--- config.mk ---
export PLATFORM = sky130hd
export DESIGN_NAME = reg_file_nxw_flat
export DESIGN_NICKNAME = d
export VERILOG_FILES = /design/src/rtl/reg_file_nxw_if.sv /design/src/rtl/reg_file_nxw.sv /design/src/flat_wrapper.sv
export SDC_FILE = /design/constraint.sdc
export NUM_CORES = 1
export LEC_CHECK = 0
export ABC_AREA = 1
export CAP_MARGIN = 20
export CORE_MARGIN = 3
export CORE_UTILIZATION = 43
export DETAILED_ROUTE_END_ITERATION = 7
export HOLD_SLACK_MARGIN = 0.05
export PLACE_DENSITY = 0.7
export SETUP_SLACK_MARGIN = 0.1
export SLEW_MARGIN = 0
export SYNTH_ARGS = -nofsm -noshare
export SYNTH_HDL_FRONTEND = slang
export SYNTH_SLANG_ARGS = --single-unit
--- constraint.sdc ---
create_clock -name clk -period 1.1 [get_ports clk]
set_input_delay 0.165 -clock clk [delete_from_list [all_inputs] [get_ports clk]]
set_output_delay 0.165 -clock clk [all_outputs]
set_load 0.02 [all_outputs]
--- src/rtl/reg_file_nxw_if.sv ---
// reg_file_nxw_if: write port, two read ports and clear-sweep handshake of reg_file_nxw.
// The master side drives requests and addresses; the slave side is the register file.
interface reg_file_nxw_if #(
    parameter int unsigned WIDTH  = 8,
    parameter int unsigned DEPTH  = 4,
    parameter int unsigned ADDR_W = 2
);
    logic              write_en;
    logic [ADDR_W-1:0] write_addr;
    logic [WIDTH-1:0]  write_data;
    logic [ADDR_W-1:0] read_addr_1;
    logic [ADDR_W-1:0] read_addr_2;
    logic [WIDTH-1:0]  read_data_1;
    logic [WIDTH-1:0]  read_data_2;
    logic              clear_req;
    logic              clear_busy;
    logic [DEPTH-1:0]  written_mask;

    modport master (
        output write_en, write_addr, write_data, read_addr_1, read_addr_2, clear_req,
        input  read_data_1, read_data_2, clear_busy, written_mask
    );

    modport slave (
        input  write_en, write_addr, write_data, read_addr_1, read_addr_2, clear_req,
        output read_data_1, read_data_2, clear_busy, written_mask
    );
endinterface

--- src/rtl/reg_file_nxw.sv ---
// reg_file_nxw: DEPTH x WIDTH register file, one write port, two combinational read ports,
// per-word written mask and a one-word-per-cycle clear sweep that blocks writes while busy.
// Optional macro REG_FILE_WRITE_BYPASS_EN: forward an accepted write to matching read ports
// in the same cycle (write-first); without it reads are read-first.
module reg_file_nxw #(
    parameter int unsigned WIDTH  = 8,
    parameter int unsigned DEPTH  = 4,
    parameter int unsigned ADDR_W = 2
) (
    input  logic          clk,
    input  logic          reset,
    reg_file_nxw_if.slave bus
);
    typedef enum logic [0:0] {StIdle, StSweep} state_e;

    state_e            state_q, state_d;
    logic [ADDR_W-1:0] ptr_q, ptr_d;
    logic [WIDTH-1:0]  mem_q [DEPTH];
    logic [DEPTH-1:0]  mask_q;
    logic              wr_in_range;
    logic              wr_accept;
    logic              sweep_last;

    assign wr_in_range = 32'(bus.write_addr) < DEPTH;
    // Writes are refused for the whole sweep, not queued.
    assign wr_accept   = bus.write_en && (state_q == StIdle) && wr_in_range;
    assign sweep_last  = (ptr_q == ADDR_W'(DEPTH - 1));

    // Clear FSM next state and sweep pointer.
    always_comb begin
        state_d = state_q;
        ptr_d   = ptr_q;
        unique case (state_q)
            StIdle: begin
                if (bus.clear_req) begin
                    state_d = StSweep;
                    ptr_d   = '0;
                end
            end
            StSweep: begin
                // clear_req is ignored here so the sweep is never restarted or extended.
                if (sweep_last) begin
                    state_d = StIdle;
                    ptr_d   = '0;
                end else begin
                    ptr_d = ptr_q + ADDR_W'(1);
                end
            end
            default: begin
                state_d = StIdle;
                ptr_d   = '0;
            end
        endcase
    end

    // FSM state and pointer registers.
    always_ff @(posedge clk or posedge reset) begin
        if (reset) begin
            state_q <= StIdle;
            ptr_q   <= '0;
        end else begin
            state_q <= state_d;
            ptr_q   <= ptr_d;
        end
    end

    // Word storage and written mask: sweep clears one word per cycle, else accepted write.
    always_ff @(posedge clk or posedge reset) begin
        if (reset) begin
            for (int unsigned i = 0; i < DEPTH; i++) begin
                mem_q[i] <= '0;
            end
            mask_q <= '0;
        end else begin
            for (int unsigned i = 0; i < DEPTH; i++) begin
                if ((state_q == StSweep) && (ptr_q == ADDR_W'(i))) begin
                    mem_q[i]  <= '0;
                    mask_q[i] <= 1'b0;
                end else if (wr_accept && (bus.write_addr == ADDR_W'(i))) begin
                    mem_q[i]  <= bus.write_data;
                    mask_q[i] <= 1'b1;
                end
            end
        end
    end

    // Read port 1: out-of-range addresses read zero.
    always_comb begin
        bus.read_data_1 = '0;
        if (32'(bus.read_addr_1) < DEPTH) begin
            bus.read_data_1 = mem_q[bus.read_addr_1];
        end
`ifdef REG_FILE_WRITE_BYPASS_EN
        if (wr_accept && (bus.read_addr_1 == bus.write_addr)) begin
            bus.read_data_1 = bus.write_data;
        end
`endif
    end

    // Read port 2: identical to port 1, fully independent.
    always_comb begin
        bus.read_data_2 = '0;
        if (32'(bus.read_addr_2) < DEPTH) begin
            bus.read_data_2 = mem_q[bus.read_addr_2];
        end
`ifdef REG_FILE_WRITE_BYPASS_EN
        if (wr_accept && (bus.read_addr_2 == bus.write_addr)) begin
            bus.read_data_2 = bus.write_data;
        end
`endif
    end

    assign bus.clear_busy   = (state_q == StSweep);
    assign bus.written_mask = mask_q;
endmodule

--- src/flat_wrapper.sv ---
// flat-port wrapper written by rule: the top's interface ports become plain ports
module reg_file_nxw_flat 
#(
    parameter int unsigned WIDTH  = 8,
    parameter int unsigned DEPTH  = 4,
    parameter int unsigned ADDR_W = 2
)
  (clk, reset, bus_write_en, bus_write_addr, bus_write_data, bus_read_addr_1, bus_read_addr_2, bus_clear_req, bus_read_data_1, bus_read_data_2, bus_clear_busy, bus_written_mask);
  reg_file_nxw_if #(.WIDTH(WIDTH), .DEPTH(DEPTH), .ADDR_W(ADDR_W)) bus_i ();
  input  logic clk;
  input  logic reset;
  input wire logic [$bits(bus_i.write_en)-1:0] bus_write_en;
  input wire logic [$bits(bus_i.write_addr)-1:0] bus_write_addr;
  input wire logic [$bits(bus_i.write_data)-1:0] bus_write_data;
  input wire logic [$bits(bus_i.read_addr_1)-1:0] bus_read_addr_1;
  input wire logic [$bits(bus_i.read_addr_2)-1:0] bus_read_addr_2;
  input wire logic [$bits(bus_i.clear_req)-1:0] bus_clear_req;
  output wire logic [$bits(bus_i.read_data_1)-1:0] bus_read_data_1;
  output wire logic [$bits(bus_i.read_data_2)-1:0] bus_read_data_2;
  output wire logic [$bits(bus_i.clear_busy)-1:0] bus_clear_busy;
  output wire logic [$bits(bus_i.written_mask)-1:0] bus_written_mask;
  assign bus_i.write_en = bus_write_en;
  assign bus_i.write_addr = bus_write_addr;
  assign bus_i.write_data = bus_write_data;
  assign bus_i.read_addr_1 = bus_read_addr_1;
  assign bus_i.read_addr_2 = bus_read_addr_2;
  assign bus_i.clear_req = bus_clear_req;
  assign bus_read_data_1 = bus_i.read_data_1;
  assign bus_read_data_2 = bus_i.read_data_2;
  assign bus_clear_busy = bus_i.clear_busy;
  assign bus_written_mask = bus_i.written_mask;
  reg_file_nxw #(.WIDTH(WIDTH), .DEPTH(DEPTH), .ADDR_W(ADDR_W)) u_core (.clk(clk), .reset(reset), .bus(bus_i));
endmodule
# [Word-level counts from Yosys, hierarchy flattened]
# Cells that the tools add are included.
[word_totals] register_bits=39 inputBits=18
[classes] addsub=1 n_lt_le_gt_ge=2 eq_ne=7 n_mux=28 bitwise=3 reduce_logical=15
[op_table] operator="$mux W8" n=12
[op_table] operator="$bmux W8 S2" n=2
[op_table] operator="$mux W1" n=10
[op_table] operator="$logic_and A1 B1 Y1" n=9
[op_table] operator="$eq A2 B2 Y1 const B" n=4
[op_table] operator="$reduce_bool A2 Y1" n=4
[op_table] operator="$ge A3 B3 Y1 const B" n=2
[op_table] operator="$not A2 Y3" n=2
[op_table] operator="$eq A2 B1 Y1 const B" n=2
[op_table] operator="$logic_not A2 Y1" n=2
[op_table] operator="$mux W2" n=2
[op_table] operator="$pmux W2 S2" n=1
[op_table] operator="$add A2 B1 Y2 const B" n=1
[op_table] operator="$ne A2 B2 Y1 const B" n=1
[op_table] operator="$pmux W1 S2" n=1
[op_table] operator="$not A1 Y1" n=1

# [Longest topological paths before layout]
# Gate-level depths: netlist of run 1.
[depth] ltp_word=5 ltp_mapped=6 depth_no_buf=6

# [Worst setup path after synthesis of run 1]
# OpenSTA, ideal clock, no wires.
[synth_timing] path_type="register -> register" from="reg u_core.state_q, in the netlist u_core.bus.clear_busy" to="reg u_core.mem_q[0] (netlist name)" arrival_ns=1.101 t_required_ns=1.035 path_slack_ns=-0.066 path_stages_with_launch=7 synth_period_minus_slack_ns=1.166 cell_sequence="dfrtp_1 buf_6 nor2_8 nand2_4 inv_2 nand2_1 nand2_1"
[synth_between] elab_chain_len=4 elab_cells_between_ends=6 cone_classes="mux: 1; bitwise: 1; reduce/logical: 4"
[synth_rtl] element="from (decl)" line="reg_file_nxw.sv:16" text="state_e state_q, state_d;"
[synth_rtl] element="from (signal assigned)" line="reg_file_nxw.sv:59" text="state_q <= StIdle;"
[synth_rtl] element="from (signal assigned)" line="reg_file_nxw.sv:62" text="state_q <= state_d;"
[synth_rtl] element="$not A1 Y1"
[synth_rtl] element="$logic_and A1 B1 Y1" line="reg_file_nxw.sv:26" text="assign wr_accept = bus.write_en && (state_q == StIdle) && wr_in_range;"
[synth_rtl] element="$logic_and A1 B1 Y1" line="reg_file_nxw.sv:79" text="end else if (wr_accept && (bus.write_addr == ADDR_W'(i))) begin"
[synth_rtl] element="$reduce_bool A2 Y1 (no line)"
[synth_rtl] element="to (signal, indexed assignment)" line="reg_file_nxw.sv:80" text="mem_q[i] <= bus.write_data;"
[synth_rtl] element="to (decl)" line="reg_file_nxw.sv:18" text="logic [WIDTH-1:0] mem_q [DEPTH];"
# Parallel ways exist; a longest one is shown, timed or not.
# A chain may end at the register's enable or synchronous reset.

# [Worst setup path in the final report of run 1]
[layout_timing] from="reg u_core.mem_q[19] (netlist name)" to="out bus_read_data_2[3]"
[layout_between] elab_chain_len=3
[layout_rtl] element="$bmux W8 S2" line="reg_file_nxw.sv:104" text="bus.read_data_2 = mem_q[bus.read_addr_2];"
[layout_rtl] element="$mux W8 (not written as such) (2 in a row)" line="reg_file_nxw.sv:104"
[layout_rtl] element="to (decl)" line="flat_wrapper.sv:19" text="output wire logic [$bits(bus_i.read_data_2)-1:0] bus_read_data_2;"
# Every way passes these cells. The select of a mux whose other input is x is not followed.

==> flow_results.xml, run 1 <==
<?xml version="1.0" encoding="UTF-8"?>
<metrics>
  <group name="floorplanning">
    <metric name="num_rows" unit="">25</metric>
    <metric name="chipWidth" unit="um">78.1</metric>
    <metric name="num_io_pins" unit="">39</metric>
    <metric name="die_h" unit="um">78.1</metric>
    <metric name="floorplan.initialDensity" unit="%">45.8</metric>
    <metric name="design.core.area" unit="um2">4880</metric>
    <metric name="floorplan.die_area" unit="um2">6100</metric>
  </group>
  <group name="outcome">
    <metric name="violations_in_the_final_reports" unit="">DRC, setup timing</metric>
    <metric name="outcome" unit="">complete, but fails checks</metric>
  </group>
  <group name="clock_tree">
    <metric name="later_pin_clock_latency_in_the_skew_report" unit="ns">0.30</metric>
    <metric name="cts.sink_count" unit="">39</metric>
    <metric name="cts_max_path_buffers" unit="">2</metric>
    <metric name="tritoncts" unit="">built</metric>
    <metric name="cts_hold_repair.buffers" unit="">0</metric>
    <metric name="cts_root_buffer" unit="">clkbuf_8</metric>
    <metric name="cts_inserted_buffers" unit="">5</metric>
    <metric name="htree_num_levels" unit="">2</metric>
    <metric name="clk_transition_reported_paths" unit="ns">0.08</metric>
  </group>
  <group name="critical_path">
    <metric name="critical_path.top_delay_family" unit="">flip-flops</metric>
    <metric name="reg2reg_to" unit="">u_core.mem_q[8]</metric>
    <metric name="r2r_cells" unit="">6</metric>
    <metric name="worst_ep_arrival_time" unit="ns">1.30</metric>
    <metric name="crit-reg2reg-launch" unit="">u_core.bus.clear_busy</metric>
    <metric name="ff2ff_setup_slack" unit="ns">-0.18</metric>
    <metric name="required" unit="ns">0.94</metric>
    <metric name="setup.worst_path.start_class" unit="">register</metric>
    <metric name="slowest_delay" unit="ns">0.46</metric>
    <metric name="crit_fanout" unit="">3</metric>
    <metric name="cpMostUsedCell" unit="">nand2_1</metric>
    <metric name="crit_path_class" unit="">reg -&gt; out</metric>
    <metric name="critical_path.n_buffers_inverters" unit="">1</metric>
    <metric name="worstSetupEndpointType" unit="">output port</metric>
    <metric name="crit_chain" unit="">nand2_1 &gt; o21ai_2 &gt; nand2_1 &gt; nand2_2 &gt; buf_6</metric>
    <metric name="highest_delay_cell_along_the_critical_path" unit="">dfrtp_1</metric>
  </group>
  <group name="sta">
    <metric name="finalSetupViolations" unit="">53</metric>
    <metric name="setup-tns-final" unit="ns">-8.82</metric>
    <metric name="fin_crit_sh" unit="%">133</metric>
    <metric name="drv_slew" unit="">0</metric>
    <metric name="fmax" unit="GHz">0.684</metric>
    <metric name="tightest_slew" unit="ns">0.381</metric>
    <metric name="max-slew-margin-rel" unit="%">74.5</metric>
    <metric name="timing.clock.skew" unit="ns">0.00645</metric>
    <metric name="final_count_of_hold_timing_violations" unit="">0</metric>
    <metric name="period_minus_slack" unit="ns">1.46</metric>
    <metric name="setup_repair_after_global_routing_missed_its_margin" unit="">yes</metric>
    <metric name="setup_slack" unit="ns">-0.363</metric>
  </group>
  <group name="power">
    <metric name="power.ir.vdd_worst" unit="V">0.00183</metric>
    <metric name="intPower" unit="mW">4.82</metric>
    <metric name="net-switching-power" unit="mW">3.86</metric>
    <metric name="power_frac_seq" unit="%">27.4</metric>
    <metric name="power_switching_share" unit="%">44.5</metric>
    <metric name="power_density" unit="nW/um2">2080</metric>
    <metric name="clock_power_share" unit="%">11.2</metric>
    <metric name="total_leakage_power" unit="nW">2.02</metric>
    <metric name="share_comb_of_total_power" unit="%">61.4</metric>
  </group>
  <group name="placed_design">
    <metric name="place_hpwl" unit="um">4790</metric>
    <metric name="gp_congestion" unit="">0.939</metric>
    <metric name="placement.cell_area" unit="um2">3000</metric>
    <metric name="pre_cts_ws" unit="ns">-0.852</metric>
    <metric name="placement.io_buffers" unit="">38</metric>
  </group>
  <group name="routing">
    <metric name="final_antenna_net_count" unit="">0</metric>
    <metric name="routed_wire_length_per_instance" unit="um">22.1</metric>
    <metric name="drt-vias-per-instance" unit="">6.11</metric>
    <metric name="drt_first_iter_violations" unit="">467</metric>
    <metric name="drc" unit="">1</metric>
    <metric name="num_vias" unit="">3045</metric>
    <metric name="routed_wl" unit="um">11000</metric>
    <metric name="firstDrtPassIters" unit="">8</metric>
  </group>
  <group name="final_layout">
    <metric name="multi_input_area" unit="um2">1700</metric>
    <metric name="final_design_area_no_fill" unit="um2">4170</metric>
    <metric name="flow.area_growth_from_synthesis" unit="%">86.6</metric>
    <metric name="fillCellCount" unit="">246</metric>
    <metric name="drive_gt1_share" unit="%">52.7</metric>
    <metric name="finalNetCount" unit="">453</metric>
    <metric name="seq_area" unit="um2">980</metric>
    <metric name="antennaDiodeCount" unit="">0</metric>
  </group>
  <group name="synth">
    <metric name="synth.yosys.seq_area_share" unit="%">43.6</metric>
    <metric name="synth_top_cell_area_share" unit="%">43.6</metric>
    <metric name="instance_count_of_the_mapped_netlist" unit="">315</metric>
    <metric name="synthDominantAreaCellType" unit="">dfrtp_1</metric>
    <metric name="post_synth.cell_area_avg" unit="um2">7.10</metric>
    <metric name="synth-seq-cells" unit="">39</metric>
    <metric name="postSynthNetCount" unit="">337</metric>
    <metric name="netlist_area" unit="um2">2240</metric>
    <metric name="synth.distinct_cells" unit="">19</metric>
    <metric name="ys.warnings.count" unit="">0</metric>
    <metric name="synthTopCellsByArea" unit="">dfrtp_1 44%, nand2_1 22%, nand3_1 13%, o21ai_0 7.2%, inv_1 4.2%</metric>
  </group>
  <group name="grt">
    <metric name="grt_overflow_total" unit="">0</metric>
    <metric name="number_of_antenna_violations_at_the_first_check_in_global_routing" unit="">0</metric>
    <metric name="grt_first_pass_wirelength" unit="um">14500</metric>
    <metric name="track_usage" unit="%">30.9</metric>
    <metric name="grt_pass1_vias" unit="">2736</metric>
    <metric name="grt_max_degree" unit="">40</metric>
  </group>
  <group name="hold_path">
    <metric name="worst_hold_path_type" unit="">in -&gt; async</metric>
  </group>
  <group name="job">
    <metric name="maxCapViolCount" unit="">0</metric>
  </group>
</metrics>
-- layer usage --
metal	GRT usage [%]	vias up	routed length (um)
met5	0	-	0
met4	14.5	0	711
met3	6.19	84	1230
met2	50.0	288	5140
met1	39.8	1420	3900
li1	-	1253	-
-- cell families after synthesis --
group	after synthesis	share of synthesized area [%]
compound gates	34	7.78
buf+inv	37	7.05
simple gates	201	39.3
fa+ha+maj	4	2.24
flops	39	43.6
-- final cells by class --
class	count	share of cell area, %
Timing Repair Buffer	112	29.0
Inverter	26	2.88
Multi-Input combinational cell	247	40.8
Tap cell	67	2.01
Sequential cell	39	23.5
Clock buffer	7	1.83
-- worst reg2reg max path: stages, from the launching register on --
cell	delay (ns)
dfrtp_2	0.44
buf_12	0.15
nor2_8	0.21
buf_6	0.14
buf_6	0.11
nand3_2	0.07
nand2_1	0.10
-- how the worst max path moves through the flow --
stage,end,start,cells past startpoint,slack (ns)
detailed placement,bus_read_data_1[2],bus_read_addr_1[0],6,-0.85
global route,bus_read_data_2[3],u_core.mem_q[19],5,-0.36
finish,bus_read_data_2[3],u_core.mem_q[19],5,-0.36
CTS,bus_read_data_2[1],u_core.mem_q[9],5,-0.21
floorplan,u_core.mem_q[24],u_core.bus.clear_busy,5,-0.02
global placement,bus_read_data_1[2],bus_read_addr_1[0],6,-0.86
-- Yosys cell counts --
cell type	count
a21oi_1	1
a22o_1	1
buf_2	3
buf_4	2
buf_6	1
clkbuf_1	5
dfrtp_1	39
ha_1	4
inv_1	25
inv_2	1
nand2_1	134
nand2_2	5
nand2_4	1
nand3_1	56
nor2_1	1
nor2_2	1
nor2_4	2
nor2_8	1
o21ai_0	32
-- through the flow --
stage | total power [mW] | cells | utilization (%) | hold WS [ns]
global route | 8.98 | 498 | 85.5 | 0.281
global placement | 5.10 | 447 | 61.4 | 0.464
detailed placement | 5.17 | 447 | 61.4 | 0.472
CTS | 7.43 | 484 | 77.4 | 0.265
floorplan | 3.67 | 315 | - | 0.137
finish | 8.69 | 498 | 85.5 | 0.247
-- cells in the final DEF, fill, tap and decap left out, types with 2 or more instances in the layout --
master,count
buf_12,9
buf_16,2
buf_4,42
buf_6,40
clkbuf_1,2
clkbuf_8,5
clkdlybuf4s15_2,2
clkdlybuf4s50_1,13
clkinvlp_4,2
dfrtp_1,36
dfrtp_2,3
dlygate4sd2_1,2
ha_4,4
inv_1,7
inv_2,15
nand2_1,107
nand2_2,22
nand2_4,10
nand2_8,8
nand3_1,20
nand3_2,34
nand3_4,2
nor2_4,5
o21ai_1,15
o21ai_2,16
-- state kept, by name, summed over array words and instances (netlist names) --
name / count
u_core.mem_q: 32
u_core.bus.written_mask: 4
u_core.ptr_q: 2
u_core.bus.clear_busy: 1
-- power groups by stage --
stage	combinational (mW)	sequential, mW	clock (mW)
after global routing	5.55	2.40	1.02
after floorplan	1.43	2.24	0
after detailed placement	2.93	2.24	0
after global placement	2.87	2.23	0
final	5.33	2.38	0.974
after CTS	4.25	2.24	0.935
-- repair_timing --
| item | 4_1_cts | 5_1_grt |
|---|---|---|
| resized for setup | 264 | 69 |
| gates cloned | 10 | 3 |
| hold endpoints to repair | 0 | 0 |
| setup buffers | 20 | 12 |
| endpoints found under the setup margin | 58 | 60 |
| pin swaps | 45 | 39 |
Note: power is estimated with default switching activity, not from simulation.
==> run 2, diff against run 1 <==
--- a/config.mk
+++ b/config.mk
@@ -9,6 +9,7 @@
 export CAP_MARGIN = 20
 export CORE_MARGIN = 3
 export CORE_UTILIZATION = 43
+export CTS_CLUSTER_SIZE = 14
 export DETAILED_ROUTE_END_ITERATION = 7
 export HOLD_SLACK_MARGIN = 0.05
 export PLACE_DENSITY = 0.7
@@ -17,3 +18,4 @@
 export SYNTH_ARGS = -nofsm -noshare
 export SYNTH_HDL_FRONTEND = slang
 export SYNTH_SLANG_ARGS = --single-unit
+export TNS_END_PERCENT = 20
==> run 2 against run 1 <==
Effect of this change: critical path type unchanged; the flow finishes with violations (setup timing); clock power rose by 1%; sequential share of layout area rose by 5.9 points; sequential cell count unchanged; design area is 20% lower; largest cell class unchanged; setup slack improved by 0.13 ns; die area unchanged; wire length down 35%; global-route usage shrank 6.7 points; worst hold slack improved by 0.025 ns.
==> flow_results.xml, run 2 (synthesized netlist as in run 1, its figures left out) <==
<?xml version="1.0" encoding="UTF-8"?>
<metrics>
  <group name="power">
    <metric name="total_power" unit="mW">6.65</metric>
    <metric name="power_density" unit="nW/um2">2000</metric>
    <metric name="net-switching-power" unit="mW">2.66</metric>
    <metric name="clock_power_share" unit="%">14.8</metric>
    <metric name="power_switching_share" unit="%">40.0</metric>
    <metric name="total_leakage_power" unit="nW">1.75</metric>
    <metric name="share_comb_of_total_power" unit="%">51.3</metric>
    <metric name="power.ir.vdd_worst" unit="V">0.00160</metric>
    <metric name="power_frac_seq" unit="%">33.9</metric>
    <metric name="intPower" unit="mW">3.99</metric>
  </group>
  <group name="sta">
    <metric name="period_minus_slack" unit="ns">1.33</metric>
    <metric name="finalSetupViolations" unit="">49</metric>
    <metric name="hold_ws" unit="ns">0.271</metric>
    <metric name="max-slew-margin-rel" unit="%">82.9</metric>
    <metric name="fin_crit_sh" unit="%">121</metric>
    <metric name="fmax" unit="GHz">0.750</metric>
    <metric name="setup_slack" unit="ns">-0.234</metric>
    <metric name="timing.clock.skew" unit="ns">0.00683</metric>
    <metric name="setup_repair_after_global_routing_missed_its_margin" unit="">yes</metric>
    <metric name="drv_slew" unit="">0</metric>
    <metric name="final_count_of_hold_timing_violations" unit="">0</metric>
    <metric name="tightest_slew" unit="ns">0.255</metric>
  </group>
  <group name="clock_tree">
    <metric name="htree_num_levels" unit="">2</metric>
    <metric name="tritoncts" unit="">built</metric>
    <metric name="cts_root_buffer" unit="">clkbuf_8</metric>
    <metric name="cts.sink_count" unit="">39</metric>
    <metric name="cts_max_path_buffers" unit="">2</metric>
    <metric name="cts_inserted_buffers" unit="">5</metric>
    <metric name="later_pin_clock_latency_in_the_skew_report" unit="ns">0.30</metric>
    <metric name="cts_hold_repair.buffers" unit="">0</metric>
    <metric name="clk_transition_reported_paths" unit="ns">0.07</metric>
  </group>
  <group name="critical_path">
    <metric name="reg2reg_to" unit="">u_core.mem_q[19]</metric>
    <metric name="critical_path.n_buffers_inverters" unit="">1</metric>
    <metric name="crit_path_class" unit="">reg -&gt; out</metric>
    <metric name="cpMostUsedCell" unit="">nand2_1</metric>
    <metric name="worstSetupEndpoint" unit="">bus_read_data_2[7]</metric>
    <metric name="critical_path.top_delay_family" unit="">flip-flops</metric>
    <metric name="worst_ep_arrival_time" unit="ns">1.17</metric>
    <metric name="slowest_delay" unit="ns">0.40</metric>
    <metric name="crit-reg2reg-launch" unit="">u_core.bus.clear_busy</metric>
    <metric name="worstSetupEndpointType" unit="">output port</metric>
    <metric name="worst-path-stages" unit="">5</metric>
    <metric name="crit_chain" unit="">nand2_1 &gt; o21ai_1 &gt; nand2_1 &gt; nand2_1 &gt; buf_6</metric>
    <metric name="r2r_cells" unit="">5</metric>
    <metric name="highest_delay_cell_along_the_critical_path" unit="">dfrtp_1</metric>
    <metric name="crit_fanout" unit="">3</metric>
    <metric name="required" unit="ns">0.94</metric>
    <metric name="ff2ff_setup_slack" unit="ns">-0.08</metric>
    <metric name="startpoint" unit="">u_core.mem_q[23]</metric>
    <metric name="setup.worst_path.start_class" unit="">register</metric>
  </group>
  <group name="final_layout">
    <metric name="flow.area_growth_from_synthesis" unit="%">48.8</metric>
    <metric name="largest_register_ffs" unit="">32</metric>
    <metric name="layout.cells.most_common" unit="">nand2_1</metric>
    <metric name="antennaDiodeCount" unit="">0</metric>
    <metric name="registers.top_by_ff_count" unit="">u_core.mem_q</metric>
    <metric name="most_frequent_cells_in_the_layout" unit="">125 x nand2_1, 56 x nand3_1, 41 x buf_4, 38 x dfrtp_1, 20 x buf_6</metric>
    <metric name="finalNetCount" unit="">419</metric>
    <metric name="drive_gt1_share" unit="%">33.8</metric>
    <metric name="final-instance-count-excl-fill" unit="">464</metric>
  </group>
  <group name="grt">
    <metric name="grt_overflow_total" unit="">0</metric>
    <metric name="grt_max_degree" unit="">40</metric>
    <metric name="grt_first_pass_wirelength" unit="um">11600</metric>
    <metric name="track_usage" unit="%">24.2</metric>
    <metric name="grt_pass1_vias" unit="">2395</metric>
    <metric name="number_of_antenna_violations_at_the_first_check_in_global_routing" unit="">0</metric>
  </group>
  <group name="floorplanning">
    <metric name="floorplan.initialDensity" unit="%">45.8</metric>
    <metric name="chipWidth" unit="um">78.1</metric>
    <metric name="die_h" unit="um">78.1</metric>
    <metric name="num_rows" unit="">25</metric>
    <metric name="num_io_pins" unit="">39</metric>
    <metric name="floorplan.die_area" unit="um2">6100</metric>
    <metric name="design.core.area" unit="um2">4880</metric>
  </group>
  <group name="placed_design">
    <metric name="place_hpwl" unit="um">4540</metric>
    <metric name="placedCellCount" unit="">440</metric>
    <metric name="gp_congestion" unit="">0.905</metric>
    <metric name="placement.io_buffers" unit="">38</metric>
  </group>
  <group name="routing">
    <metric name="drt_first_iter_violations" unit="">142</metric>
    <metric name="firstDrtPassIters" unit="">4</metric>
    <metric name="num_vias" unit="">2495</metric>
    <metric name="drt-vias-per-instance" unit="">5.38</metric>
    <metric name="routed_wire_length_per_instance" unit="um">15.3</metric>
    <metric name="final_antenna_net_count" unit="">0</metric>
    <metric name="drc" unit="">0</metric>
    <metric name="routed_wl" unit="um">7100</metric>
  </group>
  <group name="hold_path">
    <metric name="worst_hold_path_type" unit="">in -&gt; async</metric>
  </group>
  <group name="job">
    <metric name="maxCapViolCount" unit="">0</metric>
  </group>
  <group name="outcome">
    <metric name="violations_in_the_final_reports" unit="">setup timing</metric>
    <metric name="outcome" unit="">complete, but fails checks</metric>
  </group>
</metrics>
-- run 2: changes by cell type in the layout (fill, tap and decap cells not counted), moves of 3 or more --
cell | previous run | this run
nand3_1 | 20 | 56
nand3_2 | 34 | 0
buf_6 | 40 | 20
nand2_1 | 107 | 125
nand2_2 | 22 | 11
nand2_8 | 8 | 0
nand2_4 | 10 | 4
buf_12 | 9 | 5
ha_4 | 4 | 0
nor2_4 | 5 | 2
-- run 2: stage by stage --
step                setup slack (ns)  TNS, ns  area [um2]  utilization (%)
CTS                           -0.186    -4.70        3210             65.7
floorplan                    -0.0161   -0.286        2240                -
global route                  -0.284    -7.86        3330             68.2
global placement              -0.831   -20.71        2940             60.3
finish                        -0.234    -4.68        3330             68.2
detailed placement            -0.839   -21.35        2940             60.3
-- run 2: area by class of cell --
type,count,area (um2)
Tap cell,67,83.8
Timing Repair Buffer,86,863
Fill cell,417,1550
Clock inverter,1,5.00
Clock buffer,6,82.6
Multi-Input combinational cell,239,1210
Sequential cell,39,977
Inverter,26,106
-- run 2: power groups by stage --
stage / clock network (mW) / logic [mW] / registers, mW
6_report: 0.986 / 3.41 / 2.26
5_1_grt: 1.05 / 3.74 / 2.30
4_1_cts: 0.993 / 3.17 / 2.23
3_5_place_dp: 0 / 2.83 / 2.23
3_3_place_gp: 0 / 2.77 / 2.22
2_1_floorplan: 0 / 1.43 / 2.24
-- run 2: timing repair --
action                                  in CTS  in global routing
resized for setup                          180                 33
endpoints found under the setup margin      59                 60
pin swaps                                   13                 22
cloned                                       2                  0
setup buffers                                8                  7
-- run 2: metal layers --
metal  vias up  wire length, um  track usage [%]
li1       1180                -                -
met1      1160             2840             30.8
met2       137             3390             40.3
met3        18              671             5.28
met4         0              195             9.09
met5         -                0                0
-- run 2: worst min path at each step --
stage | startpoint | end | slack, ns
2_1_floorplan | reset | u_core.bus.written_mask[0] | 0.14
3_3_place_gp | u_core.bus.written_mask[0] | u_core.bus.written_mask[0] | 0.46
3_5_place_dp | u_core.bus.written_mask[0] | u_core.bus.written_mask[0] | 0.47
4_1_cts | reset | u_core.mem_q[4] | 0.29
5_1_grt | reset | u_core.bus.written_mask[3] | 0.30
6_report | reset | u_core.mem_q[7] | 0.27
-- run 2: worst register-to-register path: stages (launching register included) --
cell and delay (ns):
dfrtp_2 0.44, buf_12 0.14, nor2_8 0.14, buf_4 0.23
nand3_1 0.10, nand2_1 0.08
==> run 3, diff against run 2 <==
--- a/config.mk
+++ b/config.mk
@@ -7,6 +7,7 @@
 export LEC_CHECK = 0
 export ABC_AREA = 1
 export CAP_MARGIN = 20
+export CORE_ASPECT_RATIO = 0.7
 export CORE_MARGIN = 3
 export CORE_UTILIZATION = 43
 export CTS_CLUSTER_SIZE = 14
@@ -14,6 +15,7 @@
 export HOLD_SLACK_MARGIN = 0.05
 export PLACE_DENSITY = 0.7
 export SETUP_SLACK_MARGIN = 0.1
+export SKIP_CTS_REPAIR_TIMING = 1
 export SLEW_MARGIN = 0
 export SYNTH_ARGS = -nofsm -noshare
 export SYNTH_HDL_FRONTEND = slang
==> run 3 against run 2 <==
Effect of this change: the flow still finishes with violations (setup timing); final cell count increased by 1.5%; die area increased by 0.22%; global-route usage decreased by 0.19 points; register-to-register slack got worse by 0.05 ns; via count increased by 0.76%; non-clock buffer count increased by 4; design area increased by 1.6%; sequential power about the same; setup slack got worse by 0.017 ns; critical path type unchanged; largest power group unchanged.
==> flow_results.xml, run 3 (synthesized netlist as in run 1, its figures left out) <==
<?xml version="1.0" encoding="UTF-8"?>
<metrics>
  <group name="final_layout">
    <metric name="drive_gt1_share" unit="%">31.3</metric>
    <metric name="flow.area_growth_from_synthesis" unit="%">51.2</metric>
    <metric name="most_frequent_cells_in_the_layout" unit="">125 x nand2_1, 56 x nand3_1, 48 x buf_4, 38 x dfrtp_1</metric>
    <metric name="antennaDiodeCount" unit="">0</metric>
    <metric name="finalNetCount" unit="">423</metric>
    <metric name="seq_area" unit="um2">977</metric>
    <metric name="fillCellCount" unit="">403</metric>
    <metric name="multi_input_area" unit="um2">1220</metric>
    <metric name="layout.cells.most_common" unit="">nand2_1</metric>
    <metric name="largest_register_ffs" unit="">32</metric>
    <metric name="final_design_area_no_fill" unit="um2">3380</metric>
    <metric name="utilization" unit="%">69.2</metric>
    <metric name="registers.top_by_ff_count" unit="">u_core.mem_q</metric>
  </group>
  <group name="power">
    <metric name="power_density" unit="nW/um2">2010</metric>
    <metric name="total_leakage_power" unit="nW">1.85</metric>
    <metric name="power.ir.vdd_worst" unit="V">0.00145</metric>
    <metric name="total_power" unit="mW">6.81</metric>
  </group>
  <group name="placed_design">
    <metric name="placement.io_buffers" unit="">38</metric>
    <metric name="gp_congestion" unit="">0.908</metric>
    <metric name="placement.cell_area" unit="um2">3020</metric>
    <metric name="pre_cts_ws" unit="ns">-0.843</metric>
    <metric name="place_hpwl" unit="um">5010</metric>
  </group>
  <group name="critical_path">
    <metric name="setup.worst_path.start_class" unit="">register</metric>
    <metric name="crit_fanout" unit="">2</metric>
    <metric name="r2r_cells" unit="">5</metric>
    <metric name="required" unit="ns">0.94</metric>
    <metric name="crit_path_class" unit="">reg -&gt; out</metric>
    <metric name="worst_ep_arrival_time" unit="ns">1.19</metric>
    <metric name="worstSetupEndpointType" unit="">output port</metric>
  </group>
  <group name="routing">
    <metric name="num_vias" unit="">2514</metric>
    <metric name="final_antenna_net_count" unit="">0</metric>
    <metric name="drc" unit="">0</metric>
    <metric name="firstDrtPassIters" unit="">5</metric>
    <metric name="drt_first_iter_violations" unit="">222</metric>
    <metric name="routed_wire_length_per_instance" unit="um">15.8</metric>
    <metric name="drt-vias-per-instance" unit="">5.34</metric>
    <metric name="routed_wl" unit="um">7430</metric>
  </group>
  <group name="sta">
    <metric name="setup_repair_after_global_routing_missed_its_margin" unit="">yes</metric>
    <metric name="setup_slack" unit="ns">-0.251</metric>
    <metric name="fmax" unit="GHz">0.740</metric>
    <metric name="tightest_slew" unit="ns">0.325</metric>
    <metric name="drv_slew" unit="">0</metric>
    <metric name="finalSetupViolations" unit="">50</metric>
    <metric name="timing.clock.skew" unit="ns">0.00394</metric>
    <metric name="period_minus_slack" unit="ns">1.35</metric>
    <metric name="hold_ws" unit="ns">0.249</metric>
    <metric name="final_count_of_hold_timing_violations" unit="">0</metric>
    <metric name="max-slew-margin-rel" unit="%">78.2</metric>
    <metric name="fin_crit_sh" unit="%">123</metric>
  </group>
  <group name="outcome">
    <metric name="outcome" unit="">complete, but fails checks</metric>
    <metric name="violations_in_the_final_reports" unit="">setup timing</metric>
  </group>
  <group name="clock_tree">
    <metric name="htree_num_levels" unit="">2</metric>
    <metric name="clk_transition_reported_paths" unit="ns">0.07</metric>
    <metric name="cts_root_buffer" unit="">clkbuf_8</metric>
    <metric name="cts.sink_count" unit="">39</metric>
    <metric name="tritoncts" unit="">built</metric>
    <metric name="later_pin_clock_latency_in_the_skew_report" unit="ns">0.29</metric>
    <metric name="cts_max_path_buffers" unit="">2</metric>
    <metric name="cts_inserted_buffers" unit="">5</metric>
  </group>
  <group name="grt">
    <metric name="grt_first_pass_wirelength" unit="um">11200</metric>
    <metric name="number_of_antenna_violations_at_the_first_check_in_global_routing" unit="">0</metric>
    <metric name="grt_pass1_vias" unit="">2217</metric>
    <metric name="grt_max_degree" unit="">40</metric>
    <metric name="track_usage" unit="%">24.0</metric>
    <metric name="grt_overflow_total" unit="">0</metric>
  </group>
  <group name="hold_path">
    <metric name="worst_hold_path_type" unit="">in -&gt; async</metric>
  </group>
  <group name="floorplanning">
    <metric name="num_rows" unit="">21</metric>
    <metric name="design.core.area" unit="um2">4890</metric>
    <metric name="floorplan.initialDensity" unit="%">45.8</metric>
    <metric name="floorplan.die_area" unit="um2">6110</metric>
    <metric name="die_h" unit="um">66.3</metric>
    <metric name="num_io_pins" unit="">39</metric>
    <metric name="chipWidth" unit="um">92.2</metric>
  </group>
  <group name="job">
    <metric name="maxCapViolCount" unit="">0</metric>
  </group>
</metrics>
==> run 3: changes by cell type in the layout (fill, tap and decap cells not counted), moves of 2 or more <==
cell	change
buf_6	-5
clkdlybuf4s15_2	-2
clkbuf_16	+2
dlygate4sd2_1	-2
inv_2	-5
buf_16	-2
buf_4	+7
inv_1	+5
o21ai_2	-2
o21ai_0	+2
dlymetal6s2s_1	+7
==> run 3: through the flow <==
stage	cells	setup TNS [ns]
after CTS	460	-18.60
after global placement	452	-21.22
after global routing	471	-9.58
after detailed placement	452	-22.49
after floorplan	315	-0.286
final	471	-6.03
==> run 3: power by group <==
part / total (mW) / leakage [nW] / switching (mW) / internal, mW
clock network: 1.07 / 0.0515 / 0.497 / 0.572
registers: 2.27 / 0.525 / 0.396 / 1.88
logic: 3.47 / 1.27 / 1.80 / 1.67
total: 6.81 / 1.85 / 2.69 / 4.11
==> run 3: critical path, cell delays in order, from the launching register on <==
cell     delay (ns)
dfrtp_1        0.37
inv_1          0.07
o21ai_1        0.17
nand2_1        0.07
nand2_1        0.07
buf_4          0.14
==> run 3: worst paths after layout <==
| check | from | endpoint | slack, ns |
|---|---|---|---|
| max in group asynchronous | reset | u_core.bus.written_mask[0] | 0.65 |
| max | u_core.mem_q[11] | bus_read_data_2[3] | -0.25 |
| min in group clk | u_core.bus.written_mask[0] | u_core.bus.written_mask[0] | 0.49 |
| min | reset | u_core.bus.clear_busy | 0.25 |
| min reg2reg | u_core.bus.written_mask[0] | u_core.bus.written_mask[0] | 0.49 |
| max reg2reg | u_core.bus.clear_busy | u_core.mem_q[23] | -0.13 |
==> run 3: routing by layer <==
layer / track usage (%) / wire length (um)
met1: 33.9 / 3130
met2: 38.3 / 3450
met3: 4.32 / 708
met4: 6.30 / 138
met5: 0 / 0
==> run 3: area by class of cell <==
cell class,count,share of cell area [%]
clock buffer,8,2.96
sequential,39,28.9
timing repair buffer,90,26.5
tap,69,2.55
inverter,26,3.07
multi-input combinational,239,36.0
